`src/rtl/tawas_thread_sched.sv`:
```
`default_nettype none
// ============================================================================
//  Module   : tawas_thread_sched
//  Purpose  : Round-robin fetch thread scheduler with per-thread PC file,
//             start/halt control and live-thread count for the Tawas core.
//  Revision : 1.0  initial parametrised release
// ============================================================================
module tawas_thread_sched #(
    parameter int                  THREADS    = 32,
    parameter int                  AW         = 24,
    parameter logic [THREADS-1:0]  RST_ACTIVE = {THREADS{1'b1}},
    localparam int                 TW         = $clog2(THREADS)
) (
    input  logic               clk,
    input  logic               rst_n,

    input  logic               fetch_stall,
    output logic               ics,
    output logic [AW-1:0]      iaddr,
    output logic               ihalf,
    output logic [TW-1:0]      isel,

    input  logic               pc_update_en,
    input  logic [TW-1:0]      pc_update_sel,
    input  logic [AW:0]        pc_update_addr,
    input  logic               pc_update_halt,

    input  logic               retire_en,
    input  logic [TW-1:0]      retire_sel,

    input  logic               start_en,
    input  logic [TW-1:0]      start_sel,
    input  logic [AW-1:0]      start_pc,
    output logic               start_err,

    output logic [THREADS-1:0] thread_active,
    output logic [THREADS-1:0] thread_busy,
    output logic [TW:0]        active_cnt
);

    function automatic logic [TW:0] popcnt(input logic [THREADS-1:0] v);
        logic [TW:0] n;
        n = '0;
        for (int i = 0; i < THREADS; i++) begin
            n = n + (TW+1)'(v[i]);
        end
        return n;
    endfunction

    localparam logic [TW:0] RST_CNT = popcnt(RST_ACTIVE);

    logic [AW:0]        pc_q [THREADS];
    logic [AW:0]        pc_d [THREADS];
    logic [THREADS-1:0] active_q, active_d;
    logic [THREADS-1:0] busy_q, busy_d;
    logic [TW-1:0]      ptr_q, ptr_d;
    logic               ics_q, ics_d;
    logic [AW-1:0]      iaddr_q, iaddr_d;
    logic               ihalf_q, ihalf_d;
    logic [TW-1:0]      isel_q, isel_d;
    logic               start_err_q, start_err_d;
    logic [TW:0]        active_cnt_q, active_cnt_d;

    logic [THREADS-1:0] eligible;
    logic [TW-1:0]      cand;
    logic [TW-1:0]      gnt_idx;
    logic               gnt_found;
    logic               grant;
    logic               start_ok;

    // Round-robin search: first eligible thread at or after ptr, wrapping.
    // THREADS is a power of two, so TW-bit addition wraps naturally.
    always_comb begin
        eligible  = active_q & ~busy_q;
        cand      = '0;
        gnt_idx   = '0;
        gnt_found = 1'b0;
        for (int i = 0; i < THREADS; i++) begin
            cand = ptr_q + TW'(i);
            if (!gnt_found && eligible[cand]) begin
                gnt_found = 1'b1;
                gnt_idx   = cand;
            end
        end
        grant = gnt_found & ~fetch_stall;
    end

    always_comb begin
        pc_d         = pc_q;
        active_d     = active_q;
        busy_d       = busy_q;
        ptr_d        = ptr_q;
        ics_d        = 1'b0;
        iaddr_d      = iaddr_q;
        ihalf_d      = ihalf_q;
        isel_d       = isel_q;
        start_ok     = start_en && !active_q[start_sel] && !busy_q[start_sel]
                       && !(pc_update_en && (pc_update_sel == start_sel));
        start_err_d  = start_en & ~start_ok;

        // Grant reads the PC as it stood before this edge's write-back.
        if (grant) begin
            busy_d[gnt_idx]    = 1'b1;
            ptr_d              = gnt_idx + TW'(1);
            ics_d              = 1'b1;
            isel_d             = gnt_idx;
            {ihalf_d, iaddr_d} = pc_q[gnt_idx];
        end

        if (retire_en) begin
            busy_d[retire_sel] = 1'b0;
        end

        if (pc_update_en) begin
            pc_d[pc_update_sel] = pc_update_addr;
            if (pc_update_halt) begin
                active_d[pc_update_sel] = 1'b0;
            end
        end

        if (start_ok) begin
            pc_d[start_sel]     = {1'b0, start_pc};
            active_d[start_sel] = 1'b1;
        end

        active_cnt_d = popcnt(active_d);
    end

    always_ff @(posedge clk or negedge rst_n) begin
        if (!rst_n) begin
            for (int i = 0; i < THREADS; i++) begin
                pc_q[i] <= (AW+1)'(i);
            end
            active_q     <= RST_ACTIVE;
            busy_q       <= '0;
            ptr_q        <= '0;
            ics_q        <= 1'b0;
            iaddr_q      <= '0;
            ihalf_q      <= 1'b0;
            isel_q       <= '0;
            start_err_q  <= 1'b0;
            active_cnt_q <= RST_CNT;
        end else begin
            pc_q         <= pc_d;
            active_q     <= active_d;
            busy_q       <= busy_d;
            ptr_q        <= ptr_d;
            ics_q        <= ics_d;
            iaddr_q      <= iaddr_d;
            ihalf_q      <= ihalf_d;
            isel_q       <= isel_d;
            start_err_q  <= start_err_d;
            active_cnt_q <= active_cnt_d;
        end
    end

    assign ics           = ics_q;
    assign iaddr         = iaddr_q;
    assign ihalf         = ihalf_q;
    assign isel          = isel_q;
    assign start_err     = start_err_q;
    assign thread_active = active_q;
    assign thread_busy   = busy_q;
    assign active_cnt    = active_cnt_q;

endmodule
`default_nettype wire
```
`config.mk`:
```
export PLATFORM = sky130hd
export DESIGN_NAME = tawas_thread_sched
export DESIGN_NICKNAME = d
export VERILOG_FILES = /design/src/rtl/tawas_thread_sched.sv
export SDC_FILE = /design/constraint.sdc
export NUM_CORES = 2
export LEC_CHECK = 0
export CORE_MARGIN = 3
export CORE_UTILIZATION = 63
export CTS_CLUSTER_DIAMETER = 60
export DETAILED_ROUTE_END_ITERATION = 6
export GPL_ROUTABILITY_DRIVEN = 0
export GPL_TIMING_DRIVEN = 0
export PLACE_DENSITY = 0.88
export SETUP_SLACK_MARGIN = 0.1
export SYNTH_ARGS = -nofsm -noshare
export SYNTH_HDL_FRONTEND = slang
export SYNTH_SLANG_ARGS = --single-unit
```
`constraint.sdc`:
```
create_clock -name clk -period 7.7 [get_ports clk]
set_input_delay 1.925 -clock clk [delete_from_list [all_inputs] [get_ports clk]]
set_output_delay 1.925 -clock clk [all_outputs]
set_load 0.05 [all_outputs]
```
==> flow_summary.ini, run 1 <==
[status]
status = aborted with a tool error
haltStage = 5_1_grt
error_line = [ERROR GRT-0116] Global routing finished with congestion. Check the congestion regions in the DRC Viewer.

[placement]
place_hpwl_um = 193900
dp_slack_ns = -2.412
placement.io_buffers = 166

[synth]
synth_top_cell_area_share = 0.3529
ys_types = 103
synth_top_area_cell = dfrtp_1
syn_area_sq_um = 56300
syn_avg_cell_area_sq_um = 9.227
yosys_warnings = 0
yosysSeqAreaShare = 0.4056
syn_inst = 6102
synth-edff-count = 0
syn_nets = 6220
synthArstFlopShare = 1.000
synth_area_leaders = dfrtp_1 (35%), mux2i_1 (17%), nand2_1 (5.6%)
synth_flop_cell = dfrtp_1
ys_seq_elements = 907

[global_route]
grt_use_total = 0.6408
first_global_vias = 62760
grt_max_degree = 125
grt_pass1_wl_um = 434800
gr-total-overflow = 12

[clock_tree]
h-tree-depth = 3
numCtsBuffers = 96
ctsHoldBuffers = 0
clk_path_buf_depth = 3
cts_root_buf = clkbuf_16
clkSinkCount = 907

[floorplanning]
die_h_um = 304.9
die_w_um = 304.9
initial_utilization = 0.6361
num_rows = 109
io_pins = 173
## cell usage after synthesis, drive strengths merged (40+ instances only)
master,n
nor2,572
nand3,149
inv,64
a22oi,40
dfstp,113
o21ai,476
clkbuf,436
dfrtp,794
nor3,62
and3,59
a31oi,52
buf,160
a21oi,516
mux2i,966
mux4,119
nand2,836
## cell families after synthesis
logic type	share of synthesized area
fa+ha+maj	0.01365
compound gates	0.1490
mux	0.2207
xor+xnor	0.007445
buf+inv	0.05096
simple gates	0.1525
flops	0.4056
## per-layer routing
metal,GRT usage,GRT overflow
met1,0.6459,0
met2,0.7631,5
met3,0.5378,1
met4,0.6015,6
met5,0.3349,0
## metrics by stage
step                TNS [ns]  area, sq um  cells  hold slack (ns)    util
global placement           -        59620   7433           0.4635  0.6736
detailed placement   -101.34        59850   7441           0.4727  0.6762
CTS                  -0.6431        64290   7657           0.4825  0.7263
floorplan           -0.06845        56500   6102           0.4806       -
## timing repair
item / CTS
gates resized for setup: 214
buffers inserted: 36
hold endpoints to repair: 0
pin swaps: 39
endpoints found under the setup margin: 74
gates cloned: 1
==> run 2, diff against run 1 <==
- CORE_UTILIZATION: 63 -> 40
- CTS_CLUSTER_DIAMETER: 60 -> unset
- PLACE_DENSITY: 0.88 -> unset
- PLACE_DENSITY_LB_ADDON: unset -> 0.15
- SETUP_SLACK_MARGIN: 0.1 -> unset
==> run 2 against run 1 <==
The flow now finishes, with violations (max-capacitance violations, max-slew violations, negative setup slack). Synthesized cell count did not move. Area after synthesis did not move.
==> flow_summary.ini, run 2 <==
[timing]
setup_slack_ns = -0.1438
timing.final.crit_share = 1.019
rsz0062_at_grt = yes
max-slew-margin-rel = -0.08703
finalHoldViolCount = 0
drv_slew = 23
fin_crit_ns = 7.844
tightestPinTransition_ns = 1.631
finalSetupViolations = 5
clock_skew_ns = 0.04562
fmax_mhz = 127.5

[synth]
synth_top_cell_area_share = 0.3529
ys_seq_elements = 907
synth_top_area_cell = dfrtp_1
syn_area_sq_um = 56300
yosysSeqAreaShare = 0.4056
syn_nets = 6220
synth_area_leaders = dfrtp_1 (35%), mux2i_1 (17%), nand2_1 (5.6%)
syn_avg_cell_area_sq_um = 9.227
synthArstFlopShare = 1.000
ys_types = 103
synth_common_cells = mux2i_1 (966), nand2_1 (835), dfrtp_1 (794), nor2_1 (569), a21oi_1 (516)
synth-edff-count = 0
synth_flop_cell = dfrtp_1
syn_inst = 6102
synth.most_common_cell = mux2i_1
yosys_warnings = 0

[worst_setup_path]
end_kind = flop
worstSetupPathType = input port to flop
r2r-end = isel[0]
crit_start = start_sel[1]
r2r_slack_ns = -0.09
slowest_stage = nor2_1
rr_worst_depth = 23
cp.arrival_ns = 8.47
cpMostUsedCell = fa_1
worst_setup_path_start_kind = input port
r2r-start = ptr_q[1]
slowest_delay_ns = 0.74
crit_fanout = 10
worstPathRequired_ns = 8.33

[drt]
vias = 56210
vias_per_cell = 6.674
postRouteWirelength_um = 309900
firstDrtPassIters = 7
drcViolationCount = 0
ant_nets = 0
first_iter_violations = 8830
post_drt_wl_per_cell_um = 36.80

[clock_tree]
clk_path_buf_depth = 3
h-tree-depth = 3
cts_tree = done
cts_root_buf = clkbuf_16
clkSinkCount = 907
clk_pin_slew_ns = 0.06
numCtsBuffers = 106
ctsHoldBuffers = 0
clk_latency_ns = 0.78

[global_route]
first_global_vias = 52110
grt_max_degree = 115
grt_pass1_wl_um = 421100
gr-total-overflow = 0
grt_antenna_before_repair = 25
grt_use_total = 0.4119

[floorplanning]
die-area_sq_um = 145300
core_area_sq_um = 139700
num_rows = 137
initial_utilization = 0.4030
die_w_um = 381.2
die_h_um = 381.2
io_pins = 173

[finish]
layout_commonest_cell = mux2i_1
area_growth_pct = 17.39
final_cell_mix = mux2i_1 (965), nand2_1 (819), dfrtp_1 (793)
drive_gt1_frac = 0.1294
regArea_sq_um = 22840
n_fill_cell = 13590
final_nets = 6555
largest-register = pc_q
multiInputGateArea_sq_um = 31280
final_core_util = 0.4731
largest_reg_flops = 800

[placement]
place_hpwl_um = 226700
placement.io_buffers = 166

[hold_path]
hold_end = iaddr[11]
min-delay-path-class = flop to flop
min_from = iaddr[11]
hold_depth = 1

[status]
status = finished, violations left
violations = max-capacitance violations, max-slew violations, negative setup slack

[flow_run]
drv_cap = 2
## run 2: critical path, delay by kind of cell
family	cells	cell delay, ns
AOI/OAI and AO/OA	8	0.97
xor gates and xnor gates	1	0.12
adders and majority gates	7	3.12
buffers and inverters	8	1.04
and+or+nand+nor	5	1.29
## run 2: layer usage
metal  global-route usage  wire length (um)  vias up
met4               0.3087             28990       12
met3               0.1486             41850     1282
li1                     -                 -    22490
met1               0.5108            112500    27610
met5             0.001653               143        -
met2               0.5847            126500     4813
## run 2: kinds of logic after synthesis
group	Yosys count	share of synthesized area
AO/OA/AOI/OAI	1418	0.1490
AND/OR/NAND/NOR	1929	0.1525
XOR/XNOR	47	0.007445
flip-flops	907	0.4056
multiplexers	1092	0.2207
adder cells (fa/ha/maj)	47	0.01365
buffers and inverters	662	0.05096
## run 2: worst max path at each step
stage | endpoint
finish | active_cnt[4]
global route | active_cnt[4]
CTS | active_cnt[4]
detailed placement | active_cnt[4]
global placement | pc_q[221]
floorplan | active_cnt[4]
## run 2: final cells by class
class / count / share of cell area
antenna: 17 / 0.0006437
buffer: 574 / 0.04735
clock buffer: 177 / 0.04964
clock inverter: 23 / 0.003881
inverter: 66 / 0.004032
multi-input combinational: 4533 / 0.4732
sequential: 907 / 0.3456
tap: 1876 / 0.03552
timing repair buffer: 249 / 0.04015
## run 2: stage by stage
stage / hold WS, ns / worst slack (ns) / std cells / setup TNS (ns) / instance area (sq um)
2_1_floorplan: 0.4806 / -0.06845 / 6102 / -0.06845 / 56500
3_3_place_gp: 0.4645 / -39.27 / 8144 / - / 60510
3_5_place_dp: 0.4689 / -2.632 / 8156 / -141.90 / 60820
4_1_cts: 0.4866 / -0.08222 / 8389 / -0.1119 / 65630
5_1_grt: 0.5258 / -0.2501 / 8406 / -0.7392 / 66050
6_report: 0.4853 / -0.1438 / 8422 / -0.3361 / 66090
## run 2: timing repair
action                     CTS  global route
gates resized for setup    255            95
pin swaps                   24            37
setup endpoints to repair   74            69
buffers inserted            44            26
cloned                       1             0
Power of run 2 is left out: the tool's default activity adds up to more than one toggle a clock period on the data nets, which glitch-free logic cannot reach.
